File: config.mk
export PLATFORM = sky130hd
export DESIGN_NAME = k007232_bus_sequencer
export DESIGN_NICKNAME = d
export VERILOG_FILES = /design/src/rtl/k007232_bus_sequencer.sv
export SDC_FILE = /design/constraint.sdc
export NUM_CORES = 1
export LEC_CHECK = 0
export BUFFER_PORTS_ARGS = -buffer_cell sky130_fd_sc_hd__clkbuf_2
export CAP_MARGIN = 40
export CORE_MARGIN = 2
export CORE_UTILIZATION = 40
export DETAILED_ROUTE_END_ITERATION = 10
export PLACE_DENSITY = 0.54
export SYNTH_ARGS = -nofsm -noshare
export SYNTH_HDL_FRONTEND = slang
export SYNTH_SLANG_ARGS = --single-unit
File: constraint.sdc
create_clock -name i_EMUCLK -period 2.62 [get_ports i_EMUCLK]
set_input_delay 0.262 -clock i_EMUCLK [delete_from_list [all_inputs] [get_ports i_EMUCLK]]
set_output_delay 0.262 -clock i_EMUCLK [all_outputs]
set_load 0.005 [all_outputs]
File: src/rtl/k007232_bus_sequencer.sv
// K007232 host write sequencer: queues (addr, data) commands and replays
// them onto the chip's CPU bus with fixed phiM-aligned strobe timing.
`timescale 1ns/1ps
module k007232_bus_sequencer #(
  parameter int DEPTH = 4,
  parameter int LW    = 3
) (
  input  logic          i_EMUCLK,
  input  logic          i_RST_n,
  input  logic          i_PCEN,
  input  logic          i_NCEN,
  input  logic          i_CMD_VALID,
  output logic          o_CMD_READY,
  input  logic [3:0]    i_CMD_ADDR,
  input  logic [7:0]    i_CMD_DATA,
  input  logic          i_FLUSH,
  output logic          o_CS_n,
  output logic          o_WR_n,
  output logic [3:0]    o_AB,
  output logic [7:0]    o_DB,
  output logic          o_DB_OE,
  output logic          o_BUSY,
  output logic [LW-1:0] o_LEVEL
);

  localparam int AW = $clog2(DEPTH);

  typedef enum logic [2:0] {
    S_IDLE,
    S_ADDR,
    S_CSL,
    S_DATA,
    S_WRL,
    S_HOLD,
    S_REL
  } state_t;

  state_t        r_state;
  logic [11:0]   r_mem [DEPTH];
  logic [AW-1:0] r_wp;
  logic [AW-1:0] r_rp;
  logic [LW-1:0] r_level;
  logic [7:0]    r_dat;
  logic          r_cs_n;
  logic          r_wr_n;
  logic [3:0]    r_ab;
  logic [7:0]    r_db;
  logic          r_oe;
  logic          r_busy;

  logic          w_p;
  logic          w_n;
  logic          w_full;
  logic          w_empty;
  logic          w_push;
  logic          w_pop;
  logic [11:0]   w_rd;

  // A coincident P/N pair is treated as P only.
  assign w_p     = i_PCEN;
  assign w_n     = i_NCEN & ~i_PCEN;
  assign w_full  = (r_level == LW'(DEPTH));
  assign w_empty = (r_level == '0);
  assign w_push  = i_CMD_VALID & ~w_full & ~i_FLUSH;
  assign w_pop   = (r_state == S_IDLE) & w_p & ~w_empty;
  assign w_rd    = r_mem[r_rp];

  assign o_CMD_READY = ~w_full;
  assign o_LEVEL     = r_level;
  assign o_CS_n      = r_cs_n;
  assign o_WR_n      = r_wr_n;
  assign o_AB        = r_ab;
  assign o_DB        = r_db;
  assign o_DB_OE     = r_oe;
  assign o_BUSY      = r_busy;

  always_ff @(posedge i_EMUCLK) begin
    if (w_push)
      r_mem[r_wp] <= {i_CMD_ADDR, i_CMD_DATA};
  end

  // Flush only clears the queue; an already-popped command keeps running.
  always_ff @(posedge i_EMUCLK or negedge i_RST_n) begin
    if (!i_RST_n) begin
      r_wp    <= '0;
      r_rp    <= '0;
      r_level <= '0;
    end else if (i_FLUSH) begin
      r_wp    <= '0;
      r_rp    <= '0;
      r_level <= '0;
    end else begin
      if (w_push)
        r_wp <= r_wp + AW'(1);
      if (w_pop)
        r_rp <= r_rp + AW'(1);
      case ({w_push, w_pop})
        2'b10:   r_level <= r_level + LW'(1);
        2'b01:   r_level <= r_level - LW'(1);
        default: r_level <= r_level;
      endcase
    end
  end

  always_ff @(posedge i_EMUCLK or negedge i_RST_n) begin
    if (!i_RST_n) begin
      r_state <= S_IDLE;
      r_dat   <= '0;
      r_cs_n  <= 1'b1;
      r_wr_n  <= 1'b1;
      r_ab    <= '0;
      r_db    <= '0;
      r_oe    <= 1'b0;
      r_busy  <= 1'b0;
    end else begin
      unique case (r_state)
        S_IDLE: if (w_pop) begin
          r_ab    <= w_rd[11:8];
          r_dat   <= w_rd[7:0];
          r_busy  <= 1'b1;
          r_state <= S_ADDR;
        end
        S_ADDR: if (w_n) begin
          r_cs_n  <= 1'b0;
          r_state <= S_CSL;
        end
        S_CSL: if (w_p) begin
          r_db    <= r_dat;
          r_oe    <= 1'b1;
          r_state <= S_DATA;
        end
        S_DATA: if (w_n) begin
          r_wr_n  <= 1'b0;
          r_state <= S_WRL;
        end
        // Chip samples the write while the FSM sits in WRL/HOLD.
        S_WRL: if (w_p) begin
          r_state <= S_HOLD;
        end
        S_HOLD: if (w_n) begin
          r_wr_n  <= 1'b1;
          r_cs_n  <= 1'b1;
          r_state <= S_REL;
        end
        S_REL: if (w_p) begin
          r_oe    <= 1'b0;
          r_db    <= '0;
          r_busy  <= 1'b0;
          r_state <= S_IDLE;
        end
        default: r_state <= S_IDLE;
      endcase
    end
  end

endmodule
==> out/qor.yml <==
routing:
  wl_met3_um: 206
  first_iter_violations: 94
  dr.max_layer_used: "met4"
  ant_nets: 0
  dr.pass1.iters: 4
  wl_met1_um: 2560
  drc: 0
  detail_route.wl_per_cell_um: 15.1
  dr_total_vias: 1724
  met2WireLength_um: 2600
  avgViaCountPerCell: 4.79
  wl_um: 5420
clock_tree:
  clk_latency_ns: 0.34
  cts_resized: 0
  cts_tree: "done"
  cts_root_buf: "clkbuf_8"
  cts-htree-levels: 3
  clock_sinks: 82
  numCtsBuffers: 9
  clock_path_buffers: 2
  clkSlewWorstSetupHoldPaths_ns: 0.09
setup_path:
  cp_max_fo: 9
  critical_path_class: "reg -> reg"
  r2r-end: "o_LEVEL[2]$_DFFE_PN0P_"
  worstRegToRegCells: 7
  critPathBufInv: 0
  crit_family: "simple AND/OR/NAND/NOR gates"
  crit_chain: "or4b_4 -> or2_4 -> nor2_1 -> fa_1 -> o2111a_1 -> o21ai_0 -> nor3b_2"
  critPathSlowestCell: "or4b_4"
  critPathLaunch: "r_state[1]$_DFFE_PN0P_"
  start_kind: "flop"
  worstPathRequired_ns: 2.84
  critPathArrivalTime_ns: 2.44
  critPathMaxStageDelay_ns: 0.60
  cp-end-kind: "flop"
  reg2reg_from: "r_state[1]$_DFFE_PN0P_"
  r2r_setup_slack_ns: 0.40
global_routing:
  grtUsageTotal_pct: 13.0
  antenna_found_initial: 0
  grt_pass1_wl_um: 8630
  grt_overflow_total: 0
  grt_max_degree: 23
  grt_pass1_vias: 1666
timing:
  setup_tns_ns: 0
  setup_viol: 0
  post-route-period-util_pct: 84.7
  finalClockSkew_ns: 0.0112
  fin_crit_ns: 2.22
  final_hold_viol_count: 0
  rsz0062_at_grt: "no"
  slew-limit-headroom_pct: 56.4
  max_freq_mhz: 451
  maxSlewViolCount: 0
  hold_slack_ns: 0.139
  tightest_slew_ns: 0.654
layout:
  diodes: 0
  syn_to_final_growth_pct: 16.4
  num-fill-cells: 734
  drive_above_1_share_pct: 36.1
  nNetsFinal: 273
yosys:
  yosysWarnings: 0
  synth_most_common_cell: "edfxtp_1"
  postSynthNetCount: 226
  synth_ff_type: "edfxtp_1"
  syn-mean-instance-area_um2: 16.5
  syn-cell-area_um2: 3340
  synth-edff-count: 48
  synth_commonest_cells: "48 x edfxtp_1, 32 x dfrtp_1, 14 x nand2_1"
  netlist_instances: 203
  async_flop_share_pct: 41.5
  yosysTopAreaCell: "edfxtp_1"
  ys_seq_elements: 82
  synth_cell_types: 40
  synth_top_area_share_pct: 43.1
  synthTopCellsByArea: "edfxtp_1 43%, dfrtp_1 24%, mux4_2 8.1%, mux2_2 4.0%, o21ai_0 1.9%"
  ys_seq_area_share_pct: 68.7
pwr:
  finalPower_mw: 3.59
  p_per_area_nw_per_um2: 923
  ir_worst_vdd_uv: 296
  cellLeakagePower_nw: 1.52
floorplan:
  die_y_um: 95.4
  coreArea_um2: 8180
  die_area_um2: 9100
  num_rows: 33
  initial_core_util_pct: 40.9
  die_w_um: 95.4
  io_pins: 38
place:
  portBuffers: 37
  dp_hpwl_um: 3610
  place_congestion: 0.735
worst_hold_path:
  holdPathStages: 1
  min_from: "i_CMD_ADDR[3]"
  hold-path-endpoint: "r_mem[3][11]$_DFFE_PP_"
  hp-class: "in -> reg"
run_status:
  status: "completed"
run:
  max_cap_violations: 0
[logic make-up (layout without fill, tap and decap cells)]
logic type / after synthesis / after routing / share of synthesized area [%]
adders and majority gates: 5 / 5 / 2.10
and+or+nand+nor: 53 / 53 / 9.14
buffers and inverters: 11 / 63 / 1.76
muxes: 26 / 26 / 12.8
DFF: 82 / 82 / 68.7
AOI/OAI and AO/OA: 21 / 21 / 3.82
xor gates and xnor gates: 5 / 5 / 1.72
[cell type report]
type                    count  area [um^2]  area share (%)
inverters                   2         7.51           0.193
flip-flops and latches     82         2290            59.0
well taps                 105          131            3.38
clock buffers              11          151            3.89
clock inverters             5         36.3           0.933
multi-input cells         110          987            25.4
repair buffers             45          280            7.21
[worst max path at each step]
stage | end | slack (ns) | depth (start not counted)
5_1_grt | o_LEVEL[2]$_DFFE_PN0P_ | 0.28 | 7
3_3_place_gp | o_LEVEL[2]$_DFFE_PN0P_ | 0.45 | 7
6_report | o_LEVEL[2]$_DFFE_PN0P_ | 0.40 | 7
4_1_cts | o_LEVEL[2]$_DFFE_PN0P_ | 0.42 | 7
3_5_place_dp | o_LEVEL[2]$_DFFE_PN0P_ | 0.43 | 7
2_1_floorplan | o_LEVEL[2]$_DFFE_PN0P_ | 0.48 | 8
[metrics by stage]
stage / utilization (%) / worst slack (ns) / instance area (um^2) / cells
after detailed placement: 45.1 / 0.427 / 3690 / 343
after global routing: 47.6 / 0.279 / 3890 / 360
after CTS: 47.6 / 0.417 / 3890 / 360
after floorplan: - / 0.477 / 3340 / 203
after global placement: 44.8 / 0.451 / 3660 / 342
final: 47.6 / 0.401 / 3890 / 360
[flip-flops by register name (all words and copies together) (netlist names)]
signal	count
o_AB	4
o_DB	8
o_DB_OE	1
r_wp	2
r_dat	8
r_rp	2
o_LEVEL	3
r_state	3
r_mem	48
o_CS_n	1
o_BUSY	1
o_WR_n	1
[timing repair]
| action | 4_1_cts | 5_1_grt |
|---|---|---|
| setup buffers | 0 | 0 |
| hold endpoints to repair | 10 | 0 |
| hold buffers | 1 | 0 |
[per-layer routing]
layer,global-route usage [%],vias to the layer above
li1,-,850
met4,3.93,0
met3,4.27,5
met1,17.4,838
met2,20.4,31
met5,0,-
[cells in the final DEF (no fill, tap or decap), types with 2 or more instances in the layout]
| cell type | Yosys | final |
|---|---|---|
| mux2_2 | 12 | 12 |
| clkbuf_8 | 0 | 11 |
| edfxtp_1 | 48 | 48 |
| dfrtp_1 | 32 | 32 |
| nand2_1 | 14 | 14 |
| buf_4 | 0 | 5 |
| o21ai_0 | 13 | 13 |
| xnor2_1 | 4 | 4 |
| and3_1 | 4 | 4 |
| clkinv_2 | 0 | 2 |
| ha_1 | 4 | 4 |
| nand2b_1 | 10 | 10 |
| a21oi_1 | 3 | 3 |
| nor2b_1 | 2 | 2 |
| clkinv_4 | 0 | 2 |
| clkbuf_2 | 0 | 37 |
| dfstp_2 | 2 | 2 |
| inv_1 | 2 | 2 |
| mux4_2 | 12 | 12 |
| nor2_1 | 9 | 9 |
| nand3_1 | 2 | 2 |
[power by group]
part           leakage, nW  switching, mW  internal, mW
logic                0.565          0.419         0.513
clock network       0.0997          0.443         0.400
registers            0.857          0.183          1.63
Note: power is estimated with default switching activity, not from simulation.
